## config.mk

```make
export PLATFORM = sky130hd
export DESIGN_NAME = csr_excp_seq
export DESIGN_NICKNAME = d
export VERILOG_FILES = /design/src/rtl/csr_excp_seq.sv
export SDC_FILE = /design/constraint.sdc
export NUM_CORES = 1
export LEC_CHECK = 0
export CAP_MARGIN = 20
export CORE_AREA = 3 3 157 159
export CTS_CLUSTER_SIZE = 24
export DETAILED_ROUTE_END_ITERATION = 6
export DIE_AREA = 0 0 160 162
export PLACE_DENSITY = 0.68
export SLEW_MARGIN = 20
export SYNTH_ARGS = -nofsm -noshare
export SYNTH_HDL_FRONTEND = slang
export SYNTH_SLANG_ARGS = --single-unit
export TNS_END_PERCENT = 50
```

## constraint.sdc

```tcl
create_clock -name clk -period 8.1 [get_ports clk]
set_clock_uncertainty 0.15 [all_clocks]
set_input_delay 2.43 -clock clk [delete_from_list [all_inputs] [get_ports clk]]
set_output_delay 2.43 -clock clk [all_outputs]
set_load 0.02 [all_outputs]
```

## src/rtl/csr_excp_seq.sv

```systemverilog
// csr_excp_seq: owns the CSR write port at mm2 and shares it between
// software CSRWR/CSRXCHG writes and exception/ERTN update sequences.
//
// Ports:
//   clk, reset            core clock, async active-high reset
//   mm2_*                 mm2 instruction info and software CSR request
//   *_rdata               current CRMD/PRMD/ERA/EENTRY values
//   mm2_ready             mm2 may retire (sequencer idle)
//   csr_we/num/wdata/wmask  single CSR write port (mask bit 1 = written)
//   flush, redirect_pc    one-cycle flush with fetch target
//   busy                  sequencer is running a sequence
//
// Build option: define CSR_SEQ_BADV_EN to add the BADV write step.
module csr_excp_seq #(
  parameter logic [13:0] CSR_CRMD  = 14'h000,
  parameter logic [13:0] CSR_PRMD  = 14'h001,
  parameter logic [13:0] CSR_ESTAT = 14'h005,
  parameter logic [13:0] CSR_ERA   = 14'h006,
  parameter logic [13:0] CSR_BADV  = 14'h007
) (
  input  logic        clk,
  input  logic        reset,
  input  logic        mm2_valid,
  input  logic        mm2_excp,
  input  logic [5:0]  mm2_ecode,
  input  logic [8:0]  mm2_esubcode,
  input  logic        mm2_ertn,
  input  logic [31:0] mm2_pc,
  input  logic        mm2_badv_valid,
  input  logic [31:0] mm2_badv,
  input  logic        mm2_csr_we,
  input  logic [13:0] mm2_csr_num,
  input  logic [31:0] mm2_csr_wdata,
  input  logic [31:0] mm2_csr_wmask,
  input  logic [31:0] crmd_rdata,
  input  logic [31:0] prmd_rdata,
  input  logic [31:0] era_rdata,
  input  logic [31:0] eentry_rdata,
  output logic        mm2_ready,
  output logic        csr_we,
  output logic [13:0] csr_num,
  output logic [31:0] csr_wdata,
  output logic [31:0] csr_wmask,
  output logic        flush,
  output logic [31:0] redirect_pc,
  output logic        busy
);

  localparam logic [31:0] MASK_PLV_IE = 32'h0000_0007;
  localparam logic [31:0] MASK_ECODE  = 32'h7FFF_0000;
  localparam logic [31:0] MASK_ALL    = 32'hFFFF_FFFF;

  typedef enum logic [2:0] {
    IDLE    = 3'd0,
    W_PRMD  = 3'd1,
    W_ERA   = 3'd2,
    W_ESTAT = 3'd3,
`ifdef CSR_SEQ_BADV_EN
    W_BADV  = 3'd4,
`endif
    W_CRMD  = 3'd5,
    E_CRMD  = 3'd6,
    REDIR   = 3'd7
  } state_e;

  state_e      state_q, state_d;
  logic        we_q, we_d;
  logic [13:0] num_q, num_d;
  logic [31:0] wdata_q, wdata_d;
  logic [31:0] wmask_q, wmask_d;
  logic        flush_q, flush_d;
  logic [31:0] rpc_q, rpc_d;
  logic [5:0]  ecode_q, ecode_d;
  logic [8:0]  esub_q, esub_d;
  logic [31:0] pc_q, pc_d;
`ifdef CSR_SEQ_BADV_EN
  logic [31:0] badv_q, badv_d;
  logic        badv_v_q, badv_v_d;
`else
  logic        unused_badv;
  assign unused_badv = ^{mm2_badv, mm2_badv_valid};
`endif

  logic unused_bits;
  assign unused_bits = ^{crmd_rdata[31:3], prmd_rdata[31:3]};

  // Outputs for state N are computed on the edge that enters N,
  // so every CSR write and the flush come straight from flops.
  always_comb begin
    state_d = state_q;
    we_d    = 1'b0;
    num_d   = '0;
    wdata_d = '0;
    wmask_d = '0;
    flush_d = 1'b0;
    rpc_d   = '0;
    ecode_d = ecode_q;
    esub_d  = esub_q;
    pc_d    = pc_q;
`ifdef CSR_SEQ_BADV_EN
    badv_d   = badv_q;
    badv_v_d = badv_v_q;
`endif
    case (state_q)
      IDLE: begin
        if (mm2_valid && mm2_excp) begin
          state_d = W_PRMD;
          ecode_d = mm2_ecode;
          esub_d  = mm2_esubcode;
          pc_d    = mm2_pc;
`ifdef CSR_SEQ_BADV_EN
          badv_d   = mm2_badv;
          badv_v_d = mm2_badv_valid;
`endif
          we_d    = 1'b1;
          num_d   = CSR_PRMD;
          wdata_d = {29'd0, crmd_rdata[2:0]};
          wmask_d = MASK_PLV_IE;
        end else if (mm2_valid && mm2_ertn) begin
          state_d = E_CRMD;
          we_d    = 1'b1;
          num_d   = CSR_CRMD;
          wdata_d = {29'd0, prmd_rdata[2:0]};
          wmask_d = MASK_PLV_IE;
        end
      end
      W_PRMD: begin
        state_d = W_ERA;
        we_d    = 1'b1;
        num_d   = CSR_ERA;
        wdata_d = pc_q;
        wmask_d = MASK_ALL;
      end
      W_ERA: begin
        state_d = W_ESTAT;
        we_d    = 1'b1;
        num_d   = CSR_ESTAT;
        wdata_d = {1'b0, esub_q, ecode_q, 16'h0};
        wmask_d = MASK_ECODE;
      end
      W_ESTAT: begin
`ifdef CSR_SEQ_BADV_EN
        if (badv_v_q) begin
          state_d = W_BADV;
          we_d    = 1'b1;
          num_d   = CSR_BADV;
          wdata_d = badv_q;
          wmask_d = MASK_ALL;
        end else begin
          state_d = W_CRMD;
          we_d    = 1'b1;
          num_d   = CSR_CRMD;
          wmask_d = MASK_PLV_IE;
        end
`else
        state_d = W_CRMD;
        we_d    = 1'b1;
        num_d   = CSR_CRMD;
        wmask_d = MASK_PLV_IE;
`endif
      end
`ifdef CSR_SEQ_BADV_EN
      W_BADV: begin
        state_d = W_CRMD;
        we_d    = 1'b1;
        num_d   = CSR_CRMD;
        wmask_d = MASK_PLV_IE;
      end
`endif
      W_CRMD: begin
        state_d = REDIR;
        flush_d = 1'b1;
        rpc_d   = eentry_rdata;
      end
      E_CRMD: begin
        state_d = REDIR;
        flush_d = 1'b1;
        rpc_d   = era_rdata;
      end
      REDIR: begin
        state_d = IDLE;
      end
      default: begin
        state_d = IDLE;
      end
    endcase
  end

  always_ff @(posedge clk or posedge reset) begin
    if (reset) begin
      state_q <= IDLE;
      we_q    <= 1'b0;
      num_q   <= '0;
      wdata_q <= '0;
      wmask_q <= '0;
      flush_q <= 1'b0;
      rpc_q   <= '0;
      ecode_q <= '0;
      esub_q  <= '0;
      pc_q    <= '0;
`ifdef CSR_SEQ_BADV_EN
      badv_q   <= '0;
      badv_v_q <= 1'b0;
`endif
    end else begin
      state_q <= state_d;
      we_q    <= we_d;
      num_q   <= num_d;
      wdata_q <= wdata_d;
      wmask_q <= wmask_d;
      flush_q <= flush_d;
      rpc_q   <= rpc_d;
      ecode_q <= ecode_d;
      esub_q  <= esub_d;
      pc_q    <= pc_d;
`ifdef CSR_SEQ_BADV_EN
      badv_q   <= badv_d;
      badv_v_q <= badv_v_d;
`endif
    end
  end

  logic idle;
  logic pass_we;

  assign idle    = (state_q == IDLE);
  // A software write is dropped when the same instruction traps or is ERTN.
  assign pass_we = mm2_valid & mm2_csr_we & ~mm2_excp & ~mm2_ertn;

  assign mm2_ready   = idle;
  assign busy        = ~idle;
  assign csr_we      = idle ? pass_we       : we_q;
  assign csr_num     = idle ? mm2_csr_num   : num_q;
  assign csr_wdata   = idle ? mm2_csr_wdata : wdata_q;
  assign csr_wmask   = idle ? mm2_csr_wmask : wmask_q;
  assign flush       = flush_q;
  assign redirect_pc = rpc_q;

endmodule

```

==> results of run 1 <==
==> synthesized netlist by cell type, types with 3 or more instances <==
cell type,n
a21o_1,30
a21oi_1,3
a221o_1,3
a22o_1,47
and2_1,28
buf_12,4
buf_2,3
clkbuf_1,26
dfrtp_1,121
inv_1,3
mux2_1,46
nand2_1,112
==> area by class of cell <==
type                    instances  area, um^2  area share, %
clock buffers                  22         464           5.06
clock inverters                10        96.3           1.05
inverters                       4        22.5          0.246
multi-input cells             292        1970           21.5
flip-flops and latches        121        3030           33.0
well taps                     319         399           4.35
repair buffers                320        3190           34.8
==> layer usage <==
| metal | GRT usage [%] | up-vias |
|---|---|---|
| met5 | 0 | - |
| met4 | 4.14 | 0 |
| met2 | 23.2 | 196 |
| met1 | 14.5 | 2139 |
| met3 | 4.62 | 11 |
| li1 | - | 2149 |
==> how the worst max path moves through the flow <==
stage             start      to  slack [ns]  cells after the start
3_3_place_gp   mm2_excp  csr_we        1.28                      4
5_1_grt        mm2_excp  csr_we        1.12                      4
3_5_place_dp   mm2_excp  csr_we        1.27                      4
6_report       mm2_excp  csr_we        1.23                      4
2_1_floorplan  mm2_excp  csr_we        2.12                      2
4_1_cts        mm2_excp  csr_we        1.24                      4
==> sequential cells by signal, summed over array words and instances (netlist names) <==
| name | cells |
|---|---|
| pc_q | 32 |
| redirect_pc | 32 |
| wdata_q | 32 |
| esub_q | 9 |
| ecode_q | 6 |
| state_q | 3 |
| wmask_q | 3 |
| num_q | 2 |
| flush | 1 |
| we_q | 1 |
==> cells by family after synthesis <==
group	count (synthesis)	share of synthesized area, %
simple gates	156	13.5
xor+xnor	1	0.167
compound gates	88	13.7
flops	121	57.8
mux	47	10.1
buf+inv	40	4.78
==> per-stage QoR <==
stage               utilization [%]  hold WS [ns]
finish                         39.2         0.320
global route                   39.2         0.338
CTS                            39.2         0.324
detailed placement             36.8         0.314
global placement               36.8         0.303
floorplan                         -         0.296
==> report_power, final <==
group / switching, mW / internal (mW)
registers: 0.102 / 0.842
logic: 0.802 / 0.770
clock network: 0.273 / 0.438
==> run_results.csv, run 1 <==
group,metric,value,unit
critical_path,reg2reg_depth,4,
synthesis,yosysSeqAreaShare,57.8,%
floorplan,io_pins,406,
detailed_routing,routed-wl-met3,1340,um
critical_path,cpMostUsedCell,"clkdlybuf4s50_1",
synthesis,synth_ff_type,"dfrtp_1",
pwr,fin_total_pwr,3.23,mW
detailed_routing,vias_per_cell,4.13,
floorplan,fp.dieW,160,um
clock_tree,postCtsSetupBuffers,0,
finish,areaGrowthSynthToFinish,75.2,%
placed_design,post_dp_cell_area,8610,um^2
synthesis,synth_area_leaders,"dfrtp_1 (58%), mux2_1 (9.9%), nand2_1 (8.0%)",
sta,setup_tns,0,ns
sta,fin_crit,6.87,ns
sta,grt_setup_unrepaired,"false",
global_route,grt_pass1_wl,26100,um
finish,fillers,2321,
sta,worst_slew_pin_slew,0.947,ns
critical_path,cp_cell_sequence,"clkdlybuf4s50_1 -> or4bb_1 -> o21ai_0 -> clkdlybuf4s50_1",
job,max_cap_violations,0,
critical_path,crit_slowest_cell,"clkdlybuf4s50_1",
synthesis,synth-edff-count,0,
critical_path,crit_required,5.52,ns
synthesis,async_flop_share,100,%
finish,instances_no_fill,1088,
clock_tree,cts_buffers,17,
pwr,leakage,4.19,nW
floorplan,rows,56,
worst_hold_path,holdPathEnd,"wdata_q[15]$_DFF_PP0_",
floorplan,coreArea,23400,um^2
placed_design,dp_cells,1056,
placed_design,io_buffers,314,
critical_path,startpoint_type,"input port",
global_route,grt_max_degree,81,
sta,finalMaxSlewViolations,0,
synthesis,postSynthAreaPerCell,11.6,um^2
clock_tree,htree_num_levels,4,
placed_design,gp_congestion,0.740,
finish,antenna_cells,0,
synthesis,synth_top_area_share,57.8,%
critical_path,r2r_start,"state_q[0]$_DFFE_PP0P_",
clock_tree,cts_buffer_depth,2,
sta,final-setup-viol-count,0,
detailed_routing,drt_iter0_drc,169,
placed_design,place_ws,1.27,ns
sta,post-route-period-util,84.8,%
detailed_routing,ant_nets,0,
synthesis,ys_warn_count,0,
global_route,grtUsageTotal,13.0,%
detailed_routing,wl_met1,6710,um
worst_hold_path,hold_path.class,"reg2reg",
floorplan,start_util,22.4,%
global_route,antenna_found_initial,0,
clock_tree,clock_sinks,121,
pwr,irDropWorstVdd,139,uV
sta,fmax,0.146,GHz
synthesis,netlist_area,5240,um^2
finish,nets,1048,
detailed_routing,highest_layer,"met4",
critical_path,crit_family,"buffers and inverters",
finish,final_cell_area,9170,um^2
synthesis,synth_cell_types,32,
worst_hold_path,holdPathStages,1,
detailed_routing,vias,4495,
finish,mostFrequentLayoutCells,"clkdlybuf4s50_1 (314), dfrtp_1 (121), nand2_1 (112)",
detailed_routing,drc,0,
critical_path,critPathKind,"in2out",
critical_path,end_kind,"primary output",
sta,max-slew-margin-rel,36.9,%
detailed_routing,wl_per_cell,15.6,um
clock_tree,root_buffer,"clkbuf_16",
critical_path,crit_buf_inv,2,
clock_tree,ctsHoldBuffers,0,
clock_tree,cts_tree,"yes",
sta,finalHoldViolCount,0,
sta,fin_ws,1.23,ns
critical_path,critPathMaxStageDelay,0.67,ns
floorplan,dieArea,25900,um^2
critical_path,cp.arrival,4.29,ns
status,status,"finished, final reports clean",
synthesis,syn_inst,453,
pwr,powerDensity,352,nW/um^2
global_route,grt_pass1_vias,4685,
clock_tree,clk_latency,0.41,ns
synthesis,synth_nets,745,
clock_tree,post_cts_resized,0,
synthesis,synth_seq_cells,121,
critical_path,r2r_end,"pc_q[19]$_DFFE_PP0P_",
critical_path,critical_path.max_fanout,4,
floorplan,chipHeight,162,um
clock_tree,cts.clk_slew.worst_paths,0.05,ns
detailed_routing,first_pass_iters,4,
synthesis,yosys.area.top_type,"dfrtp_1",
detailed_routing,drt_wl_total,17000,um
finish,layout-drive-gt1-share,5.98,%
worst_hold_path,holdCritStartpoint,"pc_q[15]$_DFFE_PP0P_",
global_route,grt_overflow,0,
critical_path,rrSetupSlack,4.66,ns
finish,layout_commonest_cell,"clkdlybuf4s50_1",
placed_design,dp_hpwl,12600,um
detailed_routing,wl_met2,8790,um
No activity file was read; power rests on OpenSTA's default activity.
==> run 2: changes to the inputs <==
- CORE_AREA: 3 3 157 159 -> 3 3 158 160
- DIE_AREA: 0 0 160 162 -> 0 0 161 163
- PLACE_DENSITY: 0.68 -> 0.7
- clock period: 8.1 -> 6 ns (I/O delays scaled with it)
==> run 2 against run 1 <==
Combinational power grew 34%. Critical path depth unchanged. Non-clock buffer count is 1 higher. Routed wire length increased by 0.18%. Count of clock-buffer cells in the layout shrank 5. First-iteration DRC count fell by 20%. Cell count is essentially flat. Largest cell class unchanged. Largest power group unchanged. Via count grew 1.7%.
==> run_results.csv, run 2 (synthesized netlist as in run 1, its figures left out) <==
group,metric,value,unit
status,status,"finished, final reports clean",
sta,finalHoldViolCount,0,
critical_path,crit_required,4.05,ns
pwr,irDropWorstVdd,175,uV
detailed_routing,ant_nets,0,
clock_tree,post_cts_resized,0,
critical_path,critical_path.max_fanout,4,
finish,antenna_cells,0,
sta,fin_crit,5.48,ns
detailed_routing,drt_iter0_drc,136,
detailed_routing,wl_per_cell,15.6,um
floorplan,rows,56,
finish,mostFrequentLayoutCells,"clkdlybuf4s50_1 (314), dfrtp_1 (121), nand2_1 (112)",
critical_path,startpoint_type,"input port",
sta,fin_ws,0.524,ns
pwr,leakage,4.21,nW
detailed_routing,first_pass_iters,4,
sta,final-setup-viol-count,0,
finish,layout_commonest_cell,"clkdlybuf4s50_1",
floorplan,dieArea,26200,um^2
placed_design,io_buffers,314,
finish,nets,1049,
floorplan,fp.dieW,161,um
clock_tree,postCtsSetupBuffers,0,
global_route,antenna_found_initial,2,
finish,final_cell_area,9190,um^2
clock_tree,cts.clk_slew.worst_paths,0.06,ns
critical_path,rrSetupSlack,2.57,ns
floorplan,start_util,22.2,%
clock_tree,clk_latency,0.40,ns
sta,worst_slew_pin_slew,0.824,ns
global_route,grt_overflow,0,
clock_tree,clock_sinks,121,
finish,areaGrowthSynthToFinish,75.5,%
detailed_routing,drt_wl_total,17000,um
floorplan,chipHeight,163,um
critical_path,cp.arrival,3.53,ns
clock_tree,cts_buffers,17,
job,max_cap_violations,0,
finish,instances_no_fill,1089,
sta,max-slew-margin-rel,45.0,%
detailed_routing,vias,4571,
finish,register_area,3030,um^2
clock_tree,cts_tree,"yes",
global_route,grt_pass1_wl,25900,um
critical_path,critPathKind,"in2out",
clock_tree,ctsHoldBuffers,0,
global_route,grt_max_degree,81,
sta,finalMaxSlewViolations,0,
placed_design,dp_hpwl,12800,um
finish,post-route-util,39.0,%
placed_design,dp_cells,1057,
finish,fillers,2330,
global_route,grtUsageTotal,12.7,%
sta,post-route-period-util,91.3,%
detailed_routing,drc,0,
finish,layout-drive-gt1-share,6.49,%
pwr,fin_total_pwr,4.37,mW
floorplan,coreArea,23500,um^2
clock_tree,cts_buffer_depth,2,
global_route,grt_pass1_vias,4818,
pwr,powerDensity,475,nW/um^2
sta,hold_ws,0.322,ns
sta,fmax,0.183,GHz
finish,multi_input_area,1970,um^2
detailed_routing,vias_per_cell,4.20,
placed_design,place_ws,0.517,ns
placed_design,gp_congestion,0.707,
clock_tree,root_buffer,"clkbuf_16",
worst_hold_path,hold_path.class,"reg2reg",
floorplan,io_pins,406,
clock_tree,htree_num_levels,4,
sta,grt_setup_unrepaired,"false",
sta,setup_tns,0,ns
placed_design,post_dp_cell_area,8620,um^2
critical_path,end_kind,"primary output",
## run 2: cell type report
type | instances | area share [%]
flip-flops and latches | 121 | 32.9
clock buffers | 17 | 4.63
well taps | 319 | 4.34
clock inverters | 15 | 1.57
repair buffers | 321 | 34.8
multi-input cells | 292 | 21.5
inverters | 4 | 0.272
## run 2: critical path, cell delays in order
cell	delay (ns)
clkdlybuf4s50_1	0.45
or4bb_1	0.50
o21ai_0	0.15
clkdlybuf4s50_1	0.62
## run 2: routing by layer
layer  track usage, %  routed length (um)  part of all wire, %  vias to the layer above
met5                0                  13                0.076                        -
li1                 -                   -                    -                     2157
met3             5.16                1620                  9.5                       12
met2             22.8                8690                   51                      219
met1             13.8                6500                   38                     2181
met4             4.15                 214                  1.3                        2
## run 2: power by group
part | internal (mW) | switching [mW] | total (mW)
Sequential | 1.14 | 0.146 | 1.28
Combinational | 1.04 | 1.07 | 2.11
Clock | 0.578 | 0.397 | 0.974
Total | 2.75 | 1.62 | 4.37
## run 2: final timing paths
path | from | end | cells past startpoint
worst min-delay path | pc_q[11]$_DFFE_PP0P_ | wdata_q[11]$_DFF_PP0_ | 1
worst max register to register | state_q[0]$_DFFE_PP0P_ | esub_q[4]$_DFFE_PP0P_ | 4
max in group asynchronous | reset | wdata_q[0]$_DFF_PP0_ | 3
worst min register to register | pc_q[11]$_DFFE_PP0P_ | wdata_q[11]$_DFF_PP0_ | 1
worst max-delay path | mm2_excp | csr_we | 4
min in group asynchronous | reset | redirect_pc[28]$_DFF_PP0_ | 2
==> run 3: changes to the inputs <==
- clock period: 6 -> 4.5 ns (I/O delays scaled with it)
==> run 3 against run 2 <==
Core utilization rose by 0.47 points. Non-clock buffer count rose by 6. Hold slack got worse by 0.0028 ns. Die area did not move. Combinational power rose by 36%. Design area rose by 1.2%. Global-route usage rose by 0.21 points. Clock power rose by 38%. Count of clock-buffer cells in the layout rose by 1. Critical path type is now reg2out. Largest cell class unchanged.
==> run_results.csv, run 3 (synthesized netlist as in run 1, its figures left out) <==
group,metric,value,unit
sta,post-route-period-util,96.5,%
detailed_routing,vias,4568,
critical_path,crit_required,3.00,ns
placed_design,io_buffers,314,
finish,mostFrequentLayoutCells,"clkdlybuf4s50_1 (313), dfrtp_1 (121), nand2_1 (112)",
critical_path,critPathKind,"reg2out",
critical_path,r2r_start,"state_q[0]$_DFFE_PP0P_",
global_route,grt_pass1_vias,4792,
floorplan,start_util,22.2,%
sta,max-slew-margin-rel,49.8,%
clock_tree,cts_tree,"yes",
sta,worst_slew_pin_slew,0.749,ns
detailed_routing,drt_wl_total,17200,um
critical_path,crit_slowest_cell,"or3_2",
worst_hold_path,holdCritStartpoint,"pc_q[11]$_DFFE_PP0P_",
global_route,grt_pass1_wl,26300,um
global_route,grt_max_degree,53,
sta,grt_setup_unrepaired,"false",
clock_tree,clock_sinks,121,
critical_path,worstSetupStartpoint,"state_q[0]$_DFFE_PP0P_",
clock_tree,cts_buffers,17,
finish,layout_commonest_cell,"clkdlybuf4s50_1",
finish,antenna_cells,0,
critical_path,critical_path.max_fanout,14,
placed_design,dp_hpwl,13000,um
critical_path,startpoint_type,"register",
detailed_routing,drt_iter0_drc,121,
finish,post-route-util,39.5,%
finish,layout-drive-gt1-share,7.22,%
placed_design,place_ws,-0.0516,ns
pwr,fin_total_pwr,5.90,mW
finish,areaGrowthSynthToFinish,77.7,%
floorplan,io_pins,406,
clock_tree,cts_buffer_depth,2,
sta,setup_tns,0,ns
global_route,antenna_found_initial,2,
sta,finalHoldViolCount,0,
sta,final-setup-viol-count,0,
detailed_routing,first_pass_iters,6,
finish,nets,1055,
global_route,grtUsageTotal,12.9,%
clock_tree,ctsHoldBuffers,0,
placed_design,post_dp_cell_area,8720,um^2
worst_hold_path,holdPathStages,1,
detailed_routing,drc,0,
detailed_routing,vias_per_cell,4.17,
clock_tree,htree_num_levels,4,
critical_path,r2r_end,"esub_q[4]$_DFFE_PP0P_",
floorplan,rows,56,
floorplan,dieArea,26200,um^2
placed_design,dp_cells,1063,
job,max_cap_violations,0,
pwr,irDropWorstVdd,245,uV
clock_tree,clk_latency,0.40,ns
critical_path,end_kind,"primary output",
pwr,leakage,4.26,nW
floorplan,coreArea,23500,um^2
critical_path,reg2reg_depth,5,
sta,fin_crit,4.34,ns
clock_tree,root_buffer,"clkbuf_16",
sta,finalMaxSlewViolations,0,
detailed_routing,wl_per_cell,15.7,um
status,status,"finished, final reports clean",
worst_hold_path,hold_path.class,"reg2reg",
floorplan,fp.dieW,161,um
worst_hold_path,holdPathEnd,"wdata_q[11]$_DFF_PP0_",
critical_path,rrSetupSlack,1.52,ns
clock_tree,cts.clk_slew.worst_paths,0.06,ns
global_route,grt_overflow,0,
critical_path,critPathMaxStageDelay,0.64,ns
placed_design,gp_congestion,0.749,
floorplan,chipHeight,163,um
critical_path,cp.arrival,2.84,ns
finish,final_cell_area,9300,um^2
pwr,powerDensity,634,nW/um^2
detailed_routing,ant_nets,0,
sta,fmax,0.230,GHz
finish,instances_no_fill,1095,
sta,fin_ws,0.159,ns
sta,hold_ws,0.320,ns
critical_path,cp_cell_sequence,"or3_2 -> and2_0 -> a21o_1 -> clkdlybuf4s50_1",
==> run 3: cell count changes in the layout (fill, tap and decap cells not counted), moves of 2 or more <==
cell / before / now
clkinvlp_4: 3 / 5
buf_4: 7 / 9
inv_6: 5 / 2
buf_12: 0 / 4
==> run 3: where the power goes <==
part | internal (mW) | switching, mW
Sequential | 1.52 | 0.185
Clock | 0.832 | 0.510
Combinational | 1.41 | 1.45
Total | 3.75 | 2.15
==> run 3: area by class of cell <==
| cell class | instances | area [um^2] |
|---|---|---|
| Tap cell | 319 | 399 |
| Clock buffer | 18 | 439 |
| Timing Repair Buffer | 327 | 3290 |
| Fill cell | 2311 | 14200 |
| Multi-Input combinational cell | 292 | 1970 |
| Clock inverter | 14 | 149 |
| Inverter | 4 | 23.8 |
| Sequential cell | 121 | 3030 |
==> run 3: worst max-delay path by stage <==
stage,endpoint,cells past startpoint
floorplan,csr_we,2
global placement,csr_we,4
global route,csr_wmask[3],4
finish,csr_wmask[3],4
CTS,csr_wmask[3],4
detailed placement,csr_we,4
==> run 3: what timing repair did <==
item | 4_1_cts | 5_1_grt
gates resized for setup | 2 | 0
setup endpoints to repair | 4 | 0
buffers inserted | 0 | 0
==> run 3: layer usage <==
metal / track usage (%) / vias to the layer above / wire [um]
met2: 23.8 / 223 / 8820
met3: 5.67 / 11 / 1820
met1: 13.6 / 2164 / 6420
met5: 0 / - / 16
li1: - / 2168 / -
met4: 3.05 / 2 / 133
==> run 3: critical path: cells and delay by family, from the launching register on <==
kind	cells	cell delay, ns
compound gates	1	0.28
buf+inv	1	0.54
flops	1	0.50
simple gates	2	1.10
